===== src/rtl/calendar_set_ctrl_if.sv =====
// Key inputs and counter/display outputs of the calendar set-mode sequencer.
// The slave side is the sequencer; the master side is its environment.
interface calendar_set_ctrl_if;
  logic       key_mode;
  logic       key_up;
  logic       key_down;
  logic       day_carry;
  logic [2:0] cnt_inc;
  logic [2:0] cnt_dec;
  logic       full_flag;
  logic       set_mode;
  logic [1:0] field_sel;
  logic [2:0] blink_mask;

  modport master (
    output key_mode, key_up, key_down, day_carry,
    input  cnt_inc, cnt_dec, full_flag, set_mode, field_sel, blink_mask
  );

  modport slave (
    input  key_mode, key_up, key_down, day_carry,
    output cnt_inc, cnt_dec, full_flag, set_mode, field_sel, blink_mask
  );
endinterface


===== src/rtl/calendar_set_ctrl.sv =====
// Set-mode sequencer for the calendar counter: key edges and auto-repeat to
// per-field inc/dec pulses, set-mode timeout, day-carry gating and field blink.
module calendar_set_ctrl #(
  parameter int REPEAT_DLY = 50_000_000,
  parameter int REPEAT_PER = 10_000_000,
  parameter int TIMEOUT    = 500_000_000,
  parameter int BLINK_HALF = 25_000_000
) (
  input  logic               Clk,
  input  logic               Reset,
  calendar_set_ctrl_if.slave bus
);

  typedef enum logic [1:0] {RUN, SET_YEAR, SET_MONTH, SET_DAY} state_t;

  localparam int HOLD_MAX = (REPEAT_DLY > REPEAT_PER) ? REPEAT_DLY : REPEAT_PER;
  localparam int HOLD_W   = $clog2(HOLD_MAX);
  localparam int TMO_W    = $clog2(TIMEOUT);
  localparam int BLK_W    = (BLINK_HALF > 1) ? $clog2(BLINK_HALF) : 1;

  function automatic logic [1:0] field_code(input state_t s);
    case (s)
      SET_DAY:   field_code = 2'd1;
      SET_MONTH: field_code = 2'd2;
      SET_YEAR:  field_code = 2'd3;
      default:   field_code = 2'd0;
    endcase
  endfunction

  function automatic logic [2:0] field_onehot(input state_t s);
    case (s)
      SET_DAY:   field_onehot = 3'b001;
      SET_MONTH: field_onehot = 3'b010;
      SET_YEAR:  field_onehot = 3'b100;
      default:   field_onehot = 3'b000;
    endcase
  endfunction

  state_t            state, state_nxt;
  logic              mode_q, up_q, down_q;
  logic [HOLD_W-1:0] hold_cnt, rpt_target;
  logic              hold_act, hold_up, hold_rpt;
  logic [TMO_W-1:0]  tmo_cnt;
  logic [BLK_W-1:0]  blink_cnt;
  logic              blink_ph, blink_ph_nxt, blink_wrap;
  logic              carry_pend;

  logic mode_edge, up_edge, down_edge, any_key, one_key, in_set, tmo_hit;
  logic stay, new_press, hold_keep, rpt_fire, pulse_up;

  // NOTE: every signal gets a default at the top so no path infers a latch.
  always_comb begin
    mode_edge = bus.key_mode & ~mode_q;
    up_edge   = bus.key_up   & ~up_q;
    down_edge = bus.key_down & ~down_q;
    any_key   = bus.key_mode | bus.key_up | bus.key_down;
    one_key   = bus.key_up ^ bus.key_down;
    in_set    = (state != RUN);
    tmo_hit   = in_set && !any_key && (tmo_cnt == TMO_W'(TIMEOUT - 1));

    state_nxt = state;
    if (mode_edge) begin
      case (state)
        RUN:       state_nxt = SET_YEAR;
        SET_YEAR:  state_nxt = SET_MONTH;
        SET_MONTH: state_nxt = SET_DAY;
        default:   state_nxt = RUN;
      endcase
    end else if (tmo_hit) begin
      state_nxt = RUN;
    end

    // Inc/dec only while the field stays put, so a mode change always wins.
    stay       = in_set && (state_nxt == state);
    new_press  = stay && one_key && (up_edge || down_edge);
    hold_keep  = stay && hold_act && one_key && (bus.key_up == hold_up) && !new_press;
    rpt_target = hold_rpt ? HOLD_W'(REPEAT_PER - 1) : HOLD_W'(REPEAT_DLY - 1);
    rpt_fire   = hold_keep && (hold_cnt == rpt_target);
    pulse_up   = new_press ? bus.key_up : hold_up;

    blink_wrap   = (blink_cnt == BLK_W'(BLINK_HALF - 1));
    blink_ph_nxt = stay ? (blink_ph ^ blink_wrap) : 1'b0;
  end

  // NOTE: non-blocking throughout, so every register sees pre-edge values.
  always_ff @(posedge Clk) begin
    if (Reset) begin
      state          <= RUN;
      mode_q         <= 1'b0;
      up_q           <= 1'b0;
      down_q         <= 1'b0;
      hold_cnt       <= '0;
      hold_act       <= 1'b0;
      hold_up        <= 1'b0;
      hold_rpt       <= 1'b0;
      tmo_cnt        <= '0;
      blink_cnt      <= '0;
      blink_ph       <= 1'b0;
      carry_pend     <= 1'b0;
      bus.cnt_inc    <= 3'b000;
      bus.cnt_dec    <= 3'b000;
      bus.full_flag  <= 1'b0;
      bus.set_mode   <= 1'b0;
      bus.field_sel  <= 2'd0;
      bus.blink_mask <= 3'b000;
    end else begin
      state  <= state_nxt;
      mode_q <= bus.key_mode;
      up_q   <= bus.key_up;
      down_q <= bus.key_down;

      bus.set_mode  <= (state_nxt != RUN);
      bus.field_sel <= field_code(state_nxt);

      if (any_key || state_nxt == RUN) tmo_cnt <= '0;
      else                             tmo_cnt <= tmo_cnt + TMO_W'(1);

      // Repeat interval switches from REPEAT_DLY to REPEAT_PER after the first repeat.
      if (new_press) begin
        hold_act <= 1'b1;
        hold_up  <= bus.key_up;
        hold_rpt <= 1'b0;
        hold_cnt <= '0;
      end else if (hold_keep) begin
        if (rpt_fire) begin
          hold_rpt <= 1'b1;
          hold_cnt <= '0;
        end else begin
          hold_cnt <= hold_cnt + HOLD_W'(1);
        end
      end else begin
        hold_act <= 1'b0;
        hold_rpt <= 1'b0;
        hold_cnt <= '0;
      end

      bus.cnt_inc <= 3'b000;
      bus.cnt_dec <= 3'b000;
      if (new_press || rpt_fire) begin
        if (pulse_up) bus.cnt_inc <= field_onehot(state);
        else          bus.cnt_dec <= field_onehot(state);
      end

      // Carries are released only when the next state is RUN, which is exactly
      // when no inc/dec pulse can be issued; a carry landing on a pending one
      // is held over one cycle.
      if (state_nxt == RUN) begin
        bus.full_flag <= bus.day_carry | carry_pend;
        carry_pend    <= bus.day_carry & carry_pend;
      end else begin
        bus.full_flag <= 1'b0;
        carry_pend    <= carry_pend | bus.day_carry;
      end

      if (!stay || blink_wrap) blink_cnt <= '0;
      else                     blink_cnt <= blink_cnt + BLK_W'(1);
      blink_ph       <= blink_ph_nxt;
      bus.blink_mask <= (blink_ph_nxt && !(bus.key_up || bus.key_down))
                        ? field_onehot(state_nxt) : 3'b000;
    end
  end

endmodule


===== src/flat_wrapper.sv =====
// flat-port wrapper written by rule: the top's interface ports become plain ports
module calendar_set_ctrl_flat 
#(
  parameter int REPEAT_DLY = 50_000_000,
  parameter int REPEAT_PER = 10_000_000,
  parameter int TIMEOUT    = 500_000_000,
  parameter int BLINK_HALF = 25_000_000
)
  (Clk, Reset, bus_key_mode, bus_key_up, bus_key_down, bus_day_carry, bus_cnt_inc, bus_cnt_dec, bus_full_flag, bus_set_mode, bus_field_sel, bus_blink_mask);
  calendar_set_ctrl_if bus_i ();
  input  logic Clk;
  input  logic Reset;
  input wire logic [$bits(bus_i.key_mode)-1:0] bus_key_mode;
  input wire logic [$bits(bus_i.key_up)-1:0] bus_key_up;
  input wire logic [$bits(bus_i.key_down)-1:0] bus_key_down;
  input wire logic [$bits(bus_i.day_carry)-1:0] bus_day_carry;
  output wire logic [$bits(bus_i.cnt_inc)-1:0] bus_cnt_inc;
  output wire logic [$bits(bus_i.cnt_dec)-1:0] bus_cnt_dec;
  output wire logic [$bits(bus_i.full_flag)-1:0] bus_full_flag;
  output wire logic [$bits(bus_i.set_mode)-1:0] bus_set_mode;
  output wire logic [$bits(bus_i.field_sel)-1:0] bus_field_sel;
  output wire logic [$bits(bus_i.blink_mask)-1:0] bus_blink_mask;
  assign bus_i.key_mode = bus_key_mode;
  assign bus_i.key_up = bus_key_up;
  assign bus_i.key_down = bus_key_down;
  assign bus_i.day_carry = bus_day_carry;
  assign bus_cnt_inc = bus_i.cnt_inc;
  assign bus_cnt_dec = bus_i.cnt_dec;
  assign bus_full_flag = bus_i.full_flag;
  assign bus_set_mode = bus_i.set_mode;
  assign bus_field_sel = bus_i.field_sel;
  assign bus_blink_mask = bus_i.blink_mask;
  calendar_set_ctrl #(.REPEAT_DLY(REPEAT_DLY), .REPEAT_PER(REPEAT_PER), .TIMEOUT(TIMEOUT), .BLINK_HALF(BLINK_HALF)) u_core (.Clk(Clk), .Reset(Reset), .bus(bus_i));
endmodule

===== config.mk =====
export PLATFORM = sky130hd
export DESIGN_NAME = calendar_set_ctrl_flat
export DESIGN_NICKNAME = d
export VERILOG_FILES = /design/src/rtl/calendar_set_ctrl_if.sv /design/src/rtl/calendar_set_ctrl.sv /design/src/flat_wrapper.sv
export SDC_FILE = /design/constraint.sdc
export NUM_CORES = 1
export LEC_CHECK = 0
export ABC_AREA = 1
export CAP_MARGIN = 20
export CORE_MARGIN = 3
export CORE_UTILIZATION = 55
export DETAILED_ROUTE_END_ITERATION = 8
export PLACE_DENSITY = 0.76
export SETUP_SLACK_MARGIN = 0.15
export SYNTH_ARGS = -nofsm -noshare
export SYNTH_HDL_FRONTEND = slang
export SYNTH_SLANG_ARGS = --single-unit
export TNS_END_PERCENT = 50

===== constraint.sdc =====
create_clock -name Clk -period 2.17 [get_ports Clk]
set_clock_uncertainty 0.05 [all_clocks]
set_input_delay 0.434 -clock Clk [delete_from_list [all_inputs] [get_ports Clk]]
set_output_delay 0.434 -clock Clk [all_outputs]
set_load 0.005 [all_outputs]

==> PnR_summary.wiki <==
{| class="wikitable"
! Metric !! Value
|-
| Number of cells traversed by the worst hold path || 1
|-
| Setup_tns || -1270 ps
|-
| Wirelength, routed || 11.61 mm
|-
| Routed via count || 4314
|-
| Terminating pin of the worst hold path || u_core.tmo_cnt[0]
|-
| Post-detail-place hpwl || a little over 7 mm
|-
| Minimum setup slack among reg-to-reg paths || -60 ps
|-
| Number of iterations in the first detailed-routing pass || 5
|-
| Total count of max-transition violations in the final report || 0
|-
| Iteration-0 DRC Markers || 144
|-
| Clock edge transition at the registers on the reported setup and hold paths || roughly 100 ps
|-
| RD Place Congestion || between 0.9 and 1
|-
| Die area || 10200 um2
|-
| Power share of the combinational group || a little under a tenth
|-
| Clock buffers created by TritonCTS || 9
|-
| Worst hold path type || reg -> reg
|-
| Post-route ant nets || 0
|-
| Total power divided by cell area || roughly 530 nW/um2
|-
| Synthesized netlist cell count || 635
|-
| Worst-path fanout max || 8
|-
| Mapped cell area || 4961 um2
|-
| Crit share post-route || 102.6%
|-
| Synth unique cells || 42
|-
| Post-synth EDFFs || 0
|-
| Classification of the worst setup path || reg -> reg
|-
| Die width || a little over 100 um
|-
| Final standard cell utilization of the core || 73.67%
|-
| Placed cell count || 783
|-
| Result of the run || finished, violations left
|-
| Synth Area per Inst || 7.813 um2
|-
| Post-route minimum period || 2227 ps
|-
| Clock sink count || 102
|-
| WL per Instance || about 14 um
|-
| VDD IR-drop max || 418.4 uV
|-
| Worst setup slack after layout || -57.45 ps
|-
| Final Hold Fails || 0
|-
| IO buf count || 18
|-
| Startpoint kind of the worst setup timing path || flip-flop
|-
| Diodes inserted || 0
|-
| Fraction of power consumed by sequential logic || a little under three fifths
|-
| Depth of the worst register-to-register path || 15
|-
| Data arrival time of the critical path || ~2500 ps
|-
| Violations in the final reports || setup timing
|-
| Endpoint kind of the worst setup timing path || flip-flop
|-
| Worst slew slack as a fraction of its limit || between 40% and 50%
|-
| Source of the worst hold timing path || u_core.tmo_cnt[0]
|-
| Clock Tree Root || sky130_fd_sc_hd__clkbuf_8
|-
| Critical register-to-register path startpoint || u_core.state[1]
|-
| Net Count, Synth || around 650
|-
| Drc violations || 0
|-
| Launching instance or port of the critical path || u_core.state[1]
|-
| Core area || between 8000 and 9000 um2
|-
| Unrepaired setup endpoints after global routing || yes
|-
| Pin slew with the least headroom to its limit || around 770 ps
|-
| # IOs || 19
|-
| Net count reported at finish || a little over 700
|-
| Switching part of the total power || roughly 25%
|-
| Clock Power Share || 35.1%
|-
| Clock tree buffer depth || 2
|-
| Chip height || approximately 100 um
|-
| FP Rows || 34
|-
| Net Switching || ~840 uW
|-
| Most used flip-flop cell after synthesis || sky130_fd_sc_hd__dfxtp_1
|-
| Vias in the first global route || 4032
|-
| Ratio of cells with drive above 1 in the final layout || roughly 30%
|-
| Synthesis-to-layout area growth || 29.51%
|-
| P_leak || ~0.0023 uW
|-
| Fraction of the yosys area taken by sequential cells || about two fifths
|-
| Fillers || roughly 580
|-
| MaxCap Viol Count || 0
|-
| Synth Register Bits || about 100
|-
| Total Routing Usage GR || 21.84%
|-
| Int Power || between 2000 and 3000 uW
|-
| Initial antenna violation count || 0
|-
| Critical R2R Capture || u_core.hold_cnt[17]
|-
| Fin cells || approximately 820
|-
| Required time at the endpoint of the critical path || approximately 2400 ps
|-
| Total global routing overflow || 0
|-
| Vias per cell || 5.255
|-
| Pin count of the biggest net entering global routing || 18
|-
| Yosys warns || 0
|-
| Final Setup Violations || 31
|-
| Peak Freq || 448.9 MHz
|-
| Source-to-sink clock delay at the later pin of the worst-skew pair || 370 ps
|-
| Wire length of the first global-routing pass || 18.11 mm
|-
| TritonCTS clock tree || yes
|-
| CTS hold repair buffers || 0
|-
| Depth of the CTS H-tree || 3
|-
| Initial cell density of the core || a little under three fifths
|-
| FFs w/ async S/R, synth || 0%
|}
[cells by family (layout without fill, tap and decap cells)]
kind of cell | count (synthesis) | in the layout | synth area share (%)
xor gates and xnor gates | 41 | 41 | 7.238
AOI/OAI and AO/OA | 51 | 51 | 5.776
adders and majority gates | 13 | 13 | 3.279
DFF | 102 | 102 | 41.16
and+or+nand+nor | 328 | 328 | 34.43
buffers and inverters | 100 | 178 | 8.121
[layout by cell type, fill, tap and decap left out, types with 4 or more instances in the layout]
master and instances:
sky130_fd_sc_hd__a21oi_1 22, sky130_fd_sc_hd__buf_4 40, sky130_fd_sc_hd__buf_6 5, sky130_fd_sc_hd__clkbuf_8 9
sky130_fd_sc_hd__clkdlybuf4s50_1 16, sky130_fd_sc_hd__dfxtp_1 94, sky130_fd_sc_hd__dfxtp_2 6, sky130_fd_sc_hd__ha_1 8
sky130_fd_sc_hd__ha_4 4, sky130_fd_sc_hd__inv_1 79, sky130_fd_sc_hd__inv_2 8, sky130_fd_sc_hd__nand2_1 81
sky130_fd_sc_hd__nand2_2 7, sky130_fd_sc_hd__nand2_4 5, sky130_fd_sc_hd__nand3_1 16, sky130_fd_sc_hd__nand3_2 11
sky130_fd_sc_hd__nand3_4 6, sky130_fd_sc_hd__nand3b_1 4, sky130_fd_sc_hd__nand4_1 16, sky130_fd_sc_hd__nor2_1 72
sky130_fd_sc_hd__nor2_2 28, sky130_fd_sc_hd__nor2_4 34, sky130_fd_sc_hd__nor3_1 14, sky130_fd_sc_hd__nor3b_1 6
sky130_fd_sc_hd__nor3b_2 5, sky130_fd_sc_hd__nor4_1 6, sky130_fd_sc_hd__o21a_1 4, sky130_fd_sc_hd__o21ai_0 14
sky130_fd_sc_hd__xnor2_1 12, sky130_fd_sc_hd__xor2_1 29
[cell usage after synthesis, types with 3 or more instances]
master,n,area (um2)
sky130_fd_sc_hd__a211oi_1,3,22.52
sky130_fd_sc_hd__a21oi_1,24,120.1
sky130_fd_sc_hd__clkbuf_1,3,11.26
sky130_fd_sc_hd__dfxtp_1,102,2042
sky130_fd_sc_hd__ha_1,13,162.7
sky130_fd_sc_hd__inv_1,86,322.8
sky130_fd_sc_hd__inv_2,4,15.01
sky130_fd_sc_hd__nand2_1,91,341.6
sky130_fd_sc_hd__nand3_1,23,115.1
sky130_fd_sc_hd__nand3_2,8,80.08
sky130_fd_sc_hd__nand3b_1,4,30.03
sky130_fd_sc_hd__nand4_1,16,100.1
sky130_fd_sc_hd__nand4_2,4,50.05
sky130_fd_sc_hd__nor2_1,98,367.9
sky130_fd_sc_hd__nor2_2,28,175.2
sky130_fd_sc_hd__nor2_4,8,90.09
sky130_fd_sc_hd__nor3_1,17,85.08
sky130_fd_sc_hd__nor3b_1,10,75.07
sky130_fd_sc_hd__nor4_1,8,50.05
sky130_fd_sc_hd__o21a_1,4,30.03
sky130_fd_sc_hd__o21ai_0,15,75.07
sky130_fd_sc_hd__xnor2_1,12,105.1
sky130_fd_sc_hd__xor2_1,29,254.0
[critical path, cell delays in order (launching register included)]
cell and delay (ps):
sky130_fd_sc_hd__dfxtp_4 410, sky130_fd_sc_hd__inv_4 50, sky130_fd_sc_hd__ha_4 160, sky130_fd_sc_hd__nor2_1 100, sky130_fd_sc_hd__nand3b_1 100, sky130_fd_sc_hd__nor2_2 160, sky130_fd_sc_hd__nand3_4 110, sky130_fd_sc_hd__nand2_4 100
sky130_fd_sc_hd__nand2_4 60, sky130_fd_sc_hd__nor2_4 120, sky130_fd_sc_hd__nor2_4 50, sky130_fd_sc_hd__buf_6 130, sky130_fd_sc_hd__nand4_4 80, sky130_fd_sc_hd__nand4_4 190, sky130_fd_sc_hd__buf_12 210, sky130_fd_sc_hd__nor2_2 70
[layer usage]
metal  vias to the layer above  track usage [%]  share of wire, %
met2                        94            38.78                52
li1                       2179                -                 -
met1                      2014            26.37                42
met5                         -                0                 0
met4                         0            7.464               2.1
met3                        27            4.083               3.4
[through the flow]
| step | hold slack [ps] | worst slack, ps | total power [uW] | area, um2 |
|---|---|---|---|---|
| floorplan | 363.0 | 154.3 | 2062 | 4994 |
| global placement | 375.3 | -262.2 | 2160 | 5509 |
| detailed placement | 390.7 | -336.3 | 2166 | 5509 |
| CTS | 387.9 | 90.40 | 3385 | 6000 |
| global route | 411.2 | -141.8 | 3539 | 6425 |
| finish | 400.5 | -57.45 | 3424 | 6425 |
[power by group through the flow]
stage	Combinational (uW)	Clock, uW	Sequential [uW]
after floorplan	120	0	1940
after CTS	264	1220	1900
final	324	1200	1900
after detailed placement	225	0	1940
after global routing	350	1290	1900
after global placement	220	0	1940
[timing repair]
item | 4_1_cts | 5_1_grt
gates cloned | 2 | 3
pin swaps | 14 | 25
setup endpoints to repair | 90 | 92
resized for setup | 47 | 75
setup buffers | 8 | 9
[area by class of cell]
cell class / count / area (um2) / area share, %
flip-flops and latches: 102 / 2057 / 32.02
clock inverters: 7 / 72.57 / 1.130
multi-input cells: 433 / 2980 / 46.39
well taps: 108 / 135.1 / 2.103
clock buffers: 9 / 123.9 / 1.928
inverters: 91 / 354.1 / 5.511
repair buffers: 71 / 701.9 / 10.93
[worst max-delay path by stage]
| stage | to | cells after the start |
|---|---|---|
| 2_1_floorplan | u_core.tmo_cnt[17] | 16 |
| 3_3_place_gp | u_core.tmo_cnt[7] | 13 |
| 3_5_place_dp | u_core.tmo_cnt[13] | 12 |
| 4_1_cts | u_core.tmo_cnt[25] | 12 |
| 5_1_grt | u_core.hold_cnt[20] | 15 |
| 6_report | u_core.hold_cnt[17] | 15 |
[sequential cells by signal, summed over array words and instances, names as in the netlist]
signal / count
u_core.hold_rpt: 1
u_core.up_q: 1
u_core.blink_cnt: 25
u_core.carry_pend: 1
u_core.bus.full_flag: 1
u_core.bus.cnt_dec: 3
u_core.mode_q: 1
u_core.state: 2
u_core.bus.set_mode: 1
u_core.bus.blink_mask: 3
u_core.blink_ph: 1
u_core.tmo_cnt: 29
u_core.down_q: 1
u_core.hold_act: 1
u_core.bus.field_sel: 1
u_core.hold_cnt: 26
u_core.hold_up: 1
u_core.bus.cnt_inc: 3
(Power assumes the default switching activity.)
